`src/rtl/dmem_loader_pkg.sv`:
```
// Shared constants and the loader state encoding for the data-memory loader.
package dmem_loader_pkg;

    localparam int WORD_W    = 64;
    localparam int INST_SIZE = 32;

    typedef enum logic [1:0] {
        ST_IDLE    = 2'd0,
        ST_RECV    = 2'd1,
        ST_WRITE   = 2'd2,
        ST_RELEASE = 2'd3
    } loader_state_t;

endpackage

```
`src/rtl/dmem_loader_byte_packer.sv`:
```
// Assembles a little-endian byte stream into WORD-bit words; word_valid marks
// the cycle in which the last byte of a word is taken.
module dmem_loader_byte_packer #(
    parameter int WORD = 64
) (
    input  logic            clk,
    input  logic            rst_n,
    input  logic            clear,
    input  logic            take,
    input  logic [7:0]      byte_in,
    output logic [WORD-1:0] word,
    output logic            word_valid
);

    localparam int BPW   = WORD / 8;
    localparam int CNT_W = (BPW > 1) ? $clog2(BPW) : 1;

    logic [CNT_W-1:0] cnt_q;
    logic [WORD-1:0]  word_q;
    logic             last_lane;

    assign last_lane  = (cnt_q == CNT_W'(BPW - 1));
    assign word_valid = take && last_lane;
    assign word       = word_q;

    always_ff @(posedge clk or negedge rst_n) begin
        if (!rst_n) begin
            cnt_q  <= '0;
            word_q <= '0;
        end else if (clear) begin
            cnt_q <= '0;
        end else if (take) begin
            word_q[{cnt_q, 3'b000} +: 8] <= byte_in;
            cnt_q <= last_lane ? '0 : cnt_q + CNT_W'(1);
        end
    end

endmodule

```
`src/rtl/dmem_loader.sv`:
```
// Loads a byte stream into data memory as packed words starting at BASE_IDX,
// holding the CPU in reset until the load completes.
//
// state      | meaning
// IDLE       | waiting for start; range-checks the request
// RECV       | accepting bytes of the current word
// WRITE      | one-cycle memory write of the assembled word
// RELEASE    | releases CPU reset and pulses done
module dmem_loader
    import dmem_loader_pkg::*;
#(
    parameter int WORD     = 64,
    parameter int SIZE     = 1024,
    parameter int BASE_IDX = 0,
    parameter int ADDR_W   = $clog2(SIZE)
) (
    input  logic              clk,
    input  logic              rst_n,
    input  logic              start,
    input  logic [ADDR_W:0]   num_words,
    input  logic              in_valid,
    input  logic [7:0]        in_data,
    output logic              in_ready,
    output logic              mem_we,
    output logic [ADDR_W-1:0] mem_addr,
    output logic [WORD-1:0]   mem_wdata,
    output logic              cpu_rst_n,
    output logic              busy,
    output logic              done,
    output logic              err
);

    loader_state_t     state_q, state_d;
    logic [ADDR_W:0]   rem_q;
    logic [ADDR_W-1:0] idx_q;
    logic              in_ready_q, mem_we_q, cpu_rst_q, busy_q, done_q, err_q;
    logic              req, too_big, accept, take, word_valid;

    assign req     = (state_q == ST_IDLE) && start;
    assign too_big = (32'(BASE_IDX) + 32'(num_words)) > 32'(SIZE);
    assign accept  = req && !too_big;
    assign take    = in_valid && in_ready_q;

    dmem_loader_byte_packer #(.WORD(WORD)) u_packer (
        .clk       (clk),
        .rst_n     (rst_n),
        .clear     (accept),
        .take      (take),
        .byte_in   (in_data),
        .word      (mem_wdata),
        .word_valid(word_valid)
    );

    always_comb begin
        state_d = state_q;
        case (state_q)
            ST_IDLE: begin
                if (accept) state_d = (num_words == '0) ? ST_RELEASE : ST_RECV;
            end
            ST_RECV: begin
                if (word_valid) state_d = ST_WRITE;
            end
            ST_WRITE: begin
                state_d = (rem_q == (ADDR_W+1)'(1)) ? ST_RELEASE : ST_RECV;
            end
            ST_RELEASE: state_d = ST_IDLE;
            default:    state_d = ST_IDLE;
        endcase
    end

    // Outputs are registered from the next state so they line up with it.
    always_ff @(posedge clk or negedge rst_n) begin
        if (!rst_n) begin
            state_q    <= ST_IDLE;
            in_ready_q <= 1'b0;
            mem_we_q   <= 1'b0;
            busy_q     <= 1'b0;
            done_q     <= 1'b0;
            cpu_rst_q  <= 1'b0;
            err_q      <= 1'b0;
            rem_q      <= '0;
            idx_q      <= '0;
        end else begin
            state_q    <= state_d;
            in_ready_q <= (state_d == ST_RECV);
            mem_we_q   <= (state_d == ST_WRITE);
            busy_q     <= (state_d == ST_RECV) || (state_d == ST_WRITE);
            done_q     <= (state_d == ST_RELEASE);
            if (state_d == ST_RELEASE) begin
                cpu_rst_q <= 1'b1;
            end else if (accept) begin
                cpu_rst_q <= 1'b0;
            end
            if (req) begin
                err_q <= too_big;
            end
            if (accept) begin
                rem_q <= num_words;
                idx_q <= ADDR_W'(BASE_IDX);
            end else if (state_q == ST_WRITE) begin
                rem_q <= rem_q - (ADDR_W+1)'(1);
                idx_q <= idx_q + ADDR_W'(1);
            end
        end
    end

    assign in_ready  = in_ready_q;
    assign mem_we    = mem_we_q;
    assign mem_addr  = idx_q;
    assign cpu_rst_n = cpu_rst_q;
    assign busy      = busy_q;
    assign done      = done_q;
    assign err       = err_q;

endmodule

```
`config.mk`:
```
export PLATFORM = sky130hd
export DESIGN_NAME = dmem_loader
export DESIGN_NICKNAME = d
export VERILOG_FILES = /design/src/rtl/dmem_loader_pkg.sv /design/src/rtl/dmem_loader_byte_packer.sv /design/src/rtl/dmem_loader.sv
export SDC_FILE = /design/constraint.sdc
export NUM_CORES = 1
export LEC_CHECK = 0
export ABC_AREA = 1
export ABC_CLOCK_PERIOD_IN_PS = 2500
export CELL_PAD_IN_SITES_DETAIL_PLACEMENT = 1
export CELL_PAD_IN_SITES_GLOBAL_PLACEMENT = 1
export CORE_ASPECT_RATIO = 1.2
export CORE_MARGIN = 2
export CORE_UTILIZATION = 38
export DETAILED_ROUTE_END_ITERATION = 10
export PLACE_DENSITY_LB_ADDON = 0.1
export SYNTH_ARGS = -nofsm -noshare
export SYNTH_HDL_FRONTEND = slang
export SYNTH_SLANG_ARGS = --single-unit
```
`constraint.sdc`:
```
create_clock -name clk -period 2.5 [get_ports clk]
set_clock_uncertainty 0.15 [all_clocks]
set_input_delay 0.75 -clock clk [delete_from_list [all_inputs] [get_ports clk]]
set_output_delay 0.75 -clock clk [all_outputs]
set_load 0.02 [all_outputs]
```
==> impl_metrics.env, run 1 <==
export IMPL_cts_htree_levels=3
export IMPL_synth_async_reset_ratio_pct=100
export IMPL_area_growth_syn_to_layout_pct=34.1
export IMPL_unrepaired_setup_endpoints_after_global_routing="no"
export IMPL_biggest_area_contributors_in_the_synthesized_netlist="sky130_fd_sc_hd__dfrtp_1 48%, sky130_fd_sc_hd__nand2_1 14%, sky130_fd_sc_hd__nand4_1 8.6%"
export IMPL_dp_slack_ps=-94.4
export IMPL_grt_remaining_overflow=0
export IMPL_detailedRoute_firstPassIterationCount=5
export IMPL_cts_path_max_buffers=2
export IMPL_path_max_fanout=6
export IMPL_synth_sequential_area_ratio_pct=47.9
export IMPL_synth_edff_count=0
export IMPL_dp_hpwl_mm=11.6
export IMPL_initial_utilization_pct=38.4
export IMPL_synth_seq_cells=96
export IMPL_antenna_violations_before_repair=0
export IMPL_crit_path_start_kind="flip-flop"
export IMPL_syn_mean_instance_area_um2=8.11
export IMPL_data_required_critical_path_ps=1600
export IMPL_endpoint_kind="output pin"
export IMPL_via_count=4757
export IMPL_synth_most_common_cell="sky130_fd_sc_hd__nand2_1"
export IMPL_min_period_ps=2330
export IMPL_ys_warn_count=0
export IMPL_hold_worst_slack_ps=202
export IMPL_final_layout_size_suffix_gt1_share_pct=9.86
export IMPL_syn_inst=619
export IMPL_ant_nets=0
export IMPL_cts_root_buffer="sky130_fd_sc_hd__clkbuf_16"
export IMPL_hp_class="in2async"
export IMPL_synthTopCellsByCount="188 x sky130_fd_sc_hd__nand2_1, 96 x sky130_fd_sc_hd__dfrtp_1, 69 x sky130_fd_sc_hd__nand4_1, 65 x sky130_fd_sc_hd__inv_1, 50 x sky130_fd_sc_hd__nand3_1"
export IMPL_grt_max_degree=75
export IMPL_timing_critical_path_depth=1
export IMPL_power_density_nw_per_um2=1050
export IMPL_grt_pass1_wl_mm=24.8
export IMPL_max_cap_viol_count=0
export IMPL_max_slew_margin_rel_pct=64.5
export IMPL_die_width_um=109
export IMPL_worstSetupPathType="reg2out"
export IMPL_cts_repair_timing_setup_buffer_count=0
export IMPL_synthFlopType="sky130_fd_sc_hd__dfrtp_1"
export IMPL_row_count=46
export IMPL_route_final_wire_length_mm=15.2
export IMPL_pin_count=103
export IMPL_synthDominantAreaCellType="sky130_fd_sc_hd__dfrtp_1"
export IMPL_tritoncts_num_buffers=9
export IMPL_synth_net_count=654
export IMPL_crit_buf_inv=1
export IMPL_cts_reportedPaths_clkPinSlew_ps=60
export IMPL_insertedDiodeCount=0
export IMPL_top_layer_used="met4"
export IMPL_worst_path_dominant_cell_family="buffers and inverters"
export IMPL_crit_path_cell_trace="clkdlybuf4s50_1"
export IMPL_worstRegToRegCells=8
export IMPL_first_global_vias=4914
export IMPL_cts_hold_fix_buffers=0
export IMPL_port_buffer_count=102
export IMPL_clk_insertion_delay_late_ps=340
export IMPL_worst_path_max_delay_cell="sky130_fd_sc_hd__clkdlybuf4s50_1"
export IMPL_design_final_nets=770
export IMPL_result_of_the_run="finished, final reports clean"
export IMPL_post_cts_resized=0
export IMPL_layout_worst_path_cycle_share_pct=93.3
export IMPL_globalRouteTotalUtil_pct=22.5
export IMPL_max_slew_worst_pin_slew_ps=531
export IMPL_post_synth_instance_area_um2=5020
export IMPL_critPathMaxStageDelay_ps=650
export IMPL_drt_met1_wl_mm=6.07
export IMPL_avgRoutedWirePerCell_um=16.8
export IMPL_synth_top_cell_area_share_pct=47.9
export IMPL_synth_distinct_cells=31
export IMPL_drc=0
export IMPL_finalSetupViolations=0
export IMPL_wl_met3_um=588
export IMPL_cts_num_sinks=96
export IMPL_dr_wl_met2_mm=8.38
export IMPL_final_max_slew_viol_count=0
export IMPL_tritoncts="yes"
export IMPL_gp_congestion=0.913
export IMPL_arrival_ps=1430
export IMPL_hold_violations=0
export IMPL_core_area_um2=13100
export IMPL_post_drt_via_cell_ratio=5.24
export IMPL_worst_ir_drop_vdd_v=0.000460
export IMPL_detail_route_iter0_violations=231
export IMPL_fmax_ghz=0.429
export IMPL_fin_ws_ps=167
export IMPL_static_leakage_power_uw=0.00338
export IMPL_fp_dieArea_um2=14100
export IMPL_die_height_um=130
## cell families (layout without fill, tap and decap cells)
family | Yosys count | count (layout) | share of synthesized area (%)
AND/OR/NAND/NOR | 395 | 395 | 37.8
flip-flops | 96 | 96 | 47.9
buffers and inverters | 95 | 216 | 8.70
AO/OA/AOI/OAI | 18 | 18 | 2.12
adder cells (fa/ha/maj) | 12 | 12 | 2.99
XOR/XNOR | 3 | 3 | 0.524
## path summary, 6_finish.rpt
path / start / endpoint / slack, ps
max: mem_addr[3]$_DFFE_PN0P_ / mem_addr[3] / 170
min: rst_n / u_packer.word[28]$_DFFE_PN0P_ / 200
max reg2reg: u_packer.cnt_q[0]$_DFFE_PN0P_ / u_packer.word[51]$_DFFE_PN0P_ / 200
min reg2reg: u_packer.word[22]$_DFFE_PN0P_ / u_packer.word[22]$_DFFE_PN0P_ / 320
max in group asynchronous: rst_n / u_packer.word[7]$_DFFE_PN0P_ / 1400
min in group clk: u_packer.word[22]$_DFFE_PN0P_ / u_packer.word[22]$_DFFE_PN0P_ / 320
## per-stage QoR
step	cells	cell area [um2]	TNS, ps	total power, uW	utilization (%)
after floorplan	619	5020	0	4230	-
after global placement	892	6380	-2190	5430	48.9
after detailed placement	892	6380	-4370	5560	48.9
after CTS	908	6730	0	7180	51.5
after global routing	908	6730	0	7610	51.5
final	908	6730	0	7100	51.5
## state kept, by name, indices dropped and copies added, names as in the netlist
register	cells
err	1
mem_we	1
in_ready	1
u_packer.cnt_q	3
rem_q	11
done	1
mem_addr	10
busy	1
cpu_rst_n	1
u_packer.word	64
state_q	2
## power by group
part	switching [uW]	internal, uW	total (uW)	leakage (uW)
combinational	2070	1220	3290	0.00192
clock	577	1010	1580	0.000170
sequential	276	1950	2230	0.00129
total	2920	4180	7100	0.00338
## metal layers
metal  GRT usage (%)  vias up
met5               0        -
met4            8.22        0
met3            3.50       15
met2            40.7       91
met1            26.7     2367
li1                -     2284
## placed cells by master (no fill, tap or decap)
cell type and instances:
sky130_fd_sc_hd__o31ai_1 1, sky130_fd_sc_hd__nor3_1 11, sky130_fd_sc_hd__xor2_1 3, sky130_fd_sc_hd__a21o_1 1, sky130_fd_sc_hd__o21bai_2 1, sky130_fd_sc_hd__clkdlybuf4s50_1 101
sky130_fd_sc_hd__a31oi_1 2, sky130_fd_sc_hd__clkbuf_1 1, sky130_fd_sc_hd__inv_2 3, sky130_fd_sc_hd__buf_4 25, sky130_fd_sc_hd__bufinv_16 3, sky130_fd_sc_hd__clkinv_2 1
sky130_fd_sc_hd__nor2_1 47, sky130_fd_sc_hd__buf_12 7, sky130_fd_sc_hd__nand3b_1 2, sky130_fd_sc_hd__nand4_1 69, sky130_fd_sc_hd__nand3_2 8, sky130_fd_sc_hd__clkinv_4 1
sky130_fd_sc_hd__nor4_1 6, sky130_fd_sc_hd__nor3_2 5, sky130_fd_sc_hd__o21ai_0 7, sky130_fd_sc_hd__nand2_2 1, sky130_fd_sc_hd__or2_2 1, sky130_fd_sc_hd__clkbuf_8 1
sky130_fd_sc_hd__nor2_4 5, sky130_fd_sc_hd__inv_1 64, sky130_fd_sc_hd__nor3_4 1, sky130_fd_sc_hd__clkbuf_16 9, sky130_fd_sc_hd__nand2_4 1, sky130_fd_sc_hd__dfrtp_1 96
sky130_fd_sc_hd__nand3_1 50, sky130_fd_sc_hd__nand2_1 188, sky130_fd_sc_hd__ha_1 12, sky130_fd_sc_hd__a21oi_1 5, sky130_fd_sc_hd__o211ai_1 1
## layout make-up
| cell class | count | area [um2] |
|---|---|---|
| well taps | 168 | 210 |
| multi-input cells | 428 | 2180 |
| flip-flops and latches | 96 | 2400 |
| clock inverters | 5 | 104 |
| fillers | 1572 | 6330 |
| clock buffers | 11 | 243 |
| repair buffers | 133 | 1340 |
| inverters | 67 | 251 |
No activity file was read; power rests on OpenSTA's default activity.
==> inputs of run 2 (changes only) <==
Settings changed: ABC_CLOCK_PERIOD_IN_PS 2500 to 2700, CORE_UTILIZATION 38 to 41.
Clock period 2.5 ns to 2.7 ns, I/O delays scaled along.
==> impl_metrics.env, run 2 (synthesis gave the netlist of run 1 again) <==
export IMPL_max_slew_margin_rel_pct=63.6
export IMPL_critPathMaxStageDelay_ps=460
export IMPL_clk_insertion_delay_late_ps=350
export IMPL_pin_count=103
export IMPL_tritoncts="yes"
export IMPL_dp_hpwl_mm=10.9
export IMPL_worst_path_max_delay_cell="sky130_fd_sc_hd__dfrtp_1"
export IMPL_worstSetupPathType="reg2reg"
export IMPL_hp_class="in2async"
export IMPL_cts_root_buffer="sky130_fd_sc_hd__clkbuf_16"
export IMPL_fp_dieArea_um2=13100
export IMPL_grt_max_degree=97
export IMPL_crit_reg2reg_capture="u_packer.word[46]$_DFFE_PN0P_"
export IMPL_insertedDiodeCount=0
export IMPL_layout_worst_path_cycle_share_pct=90.1
export IMPL_seqCellArea_um2=2400
export IMPL_dp_slack_ps=0.416
export IMPL_initial_utilization_pct=41.8
export IMPL_endpoint_kind="flip-flop"
export IMPL_drc=0
export IMPL_ant_nets=0
export IMPL_worstRegToRegCells=10
export IMPL_detail_route_iter0_violations=218
export IMPL_detailedRoute_firstPassIterationCount=4
export IMPL_cts_reportedPaths_clkPinSlew_ps=70
export IMPL_p_clk_share_pct=21.1
export IMPL_cts_repair_timing_setup_buffer_count=0
export IMPL_min_period_ps=2430
export IMPL_filler_cell_count=1481
export IMPL_core_area_um2=12000
export IMPL_cts_path_max_buffers=2
export IMPL_power_density_nw_per_um2=973
export IMPL_post_cts_resized=0
export IMPL_data_required_critical_path_ps=2840
export IMPL_sw_frac_of_total_pct=43.2
export IMPL_switching_power_uw=2740
export IMPL_arrival_ps=2570
export IMPL_tritoncts_num_buffers=9
export IMPL_die_height_um=125
export IMPL_worst_ir_drop_vdd_v=0.000399
export IMPL_cts_hold_fix_buffers=0
export IMPL_cell_internal_pwr_uw=3610
export IMPL_share_seq_of_total_power_pct=32.7
export IMPL_globalRouteTotalUtil_pct=23.1
export IMPL_port_buffer_count=102
export IMPL_crit_path_start_kind="flip-flop"
export IMPL_grt_remaining_overflow=0
export IMPL_design_final_nets=755
export IMPL_cts_num_sinks=96
export IMPL_layout_cells_most_common="sky130_fd_sc_hd__nand2_1"
export IMPL_area_growth_syn_to_layout_pct=29.9
export IMPL_fin_ws_ps=268
export IMPL_static_leakage_power_uw=0.00327
export IMPL_post_drt_via_cell_ratio=5.30
export IMPL_avgRoutedWirePerCell_um=16.8
export IMPL_r2r_path_start="u_packer.cnt_q[1]$_DFFE_PN0P_"
export IMPL_route_final_wire_length_mm=14.9
export IMPL_max_cap_viol_count=0
export IMPL_row_count=44
export IMPL_result_of_the_run="finished, final reports clean"
export IMPL_worst_path_most_repeated_cell="sky130_fd_sc_hd__inv_1"
export IMPL_power_frac_comb_pct=46.2
export IMPL_path_max_fanout=13
export IMPL_multiInputGateArea_um2=2180
export IMPL_via_count=4697
export IMPL_fmax_ghz=0.411
export IMPL_first_global_vias=4860
export IMPL_unrepaired_setup_endpoints_after_global_routing="no"
export IMPL_final_max_slew_viol_count=0
export IMPL_grt_pass1_wl_mm=24.4
export IMPL_crit_path_cell_trace="inv_1, ha_1, ha_1, inv_1, nand2_1, inv_1, nand3_1, nor2_1, nand4_1, nand2_1"
export IMPL_timing_setup_tns_ps=0
export IMPL_reg2reg_slack_ps=270
export IMPL_flip_flop_count_of_the_largest_register_all_copies_and_words_added=64
export IMPL_layout_cells_most_common_list="188 x sky130_fd_sc_hd__nand2_1, 101 x sky130_fd_sc_hd__clkdlybuf4s50_1, 96 x sky130_fd_sc_hd__dfrtp_1"
export IMPL_die_width_um=105
export IMPL_finalSetupViolations=0
export IMPL_max_slew_worst_pin_slew_ps=546
export IMPL_gp_congestion=0.923
export IMPL_cts_htree_levels=3
export IMPL_antenna_violations_before_repair=0
export IMPL_final_layout_size_suffix_gt1_share_pct=8.00
export IMPL_hold_violations=0
[run 2: per-layer routing]
| layer | GRT usage (%) | wire length, um |
|---|---|---|
| met4 | 9.25 | 385 |
| met5 | 0 | 0 |
| met2 | 41.6 | 7820 |
| met3 | 3.44 | 513 |
| met1 | 27.6 | 6180 |
[run 2: metrics by stage]
step                      instance area (um2)  instances  hold slack [ps]  total power [uW]  utilization (%)
after detailed placement                 6210        870              312              5010             51.8
after CTS                                6520        886              330              6380             54.3
final                                    6520        886              329              6340             54.3
after global placement                   6210        870              304              4890             51.8
after floorplan                          5020        619              329              3920                -
after global routing                     6520        886              351              6760             54.3
[run 2: cell type report]
class | instances | share of cell area [%]
flip-flops and latches | 96 | 36.9
multi-input cells | 428 | 33.5
repair buffers | 118 | 18.0
inverters | 67 | 3.86
clock buffers | 11 | 3.72
well taps | 161 | 3.09
clock inverters | 5 | 0.979
[run 2: worst max-delay path: cells and delay by family, from the launching register on]
kind | cells | cell delay, ps
flip-flops | 1 | 460
AND/OR/NAND/NOR | 5 | 840
adder cells (fa/ha/maj) | 2 | 380
buffers and inverters | 3 | 560
[run 2: power groups by stage]
stage          clock (uW)  combinational (uW)  sequential, uW
2_1_floorplan           0                1550            2360
3_3_place_gp            0                2810            2080
3_5_place_dp            0                2910            2100
4_1_cts              1360                2950            2080
5_1_grt              1410                3220            2120
6_report             1340                2930            2070
[run 2: worst max-delay path by stage]
stage | startpoint | end | slack (ps) | cells after the start
global placement | num_words[1] | u_packer.word[11]$_DFFE_PN0P_ | 80 | 9
finish | u_packer.cnt_q[1]$_DFFE_PN0P_ | u_packer.word[46]$_DFFE_PN0P_ | 270 | 10
detailed placement | num_words[5] | u_packer.word[22]$_DFFE_PN0P_ | 0.4 | 9
CTS | u_packer.cnt_q[1]$_DFFE_PN0P_ | u_packer.word[41]$_DFFE_PN0P_ | 280 | 10
floorplan | u_packer.cnt_q[0]$_DFFE_PN0P_ | u_packer.word[0]$_DFFE_PN0P_ | 500 | 10
global route | u_packer.cnt_q[1]$_DFFE_PN0P_ | u_packer.word[40]$_DFFE_PN0P_ | 60 | 10
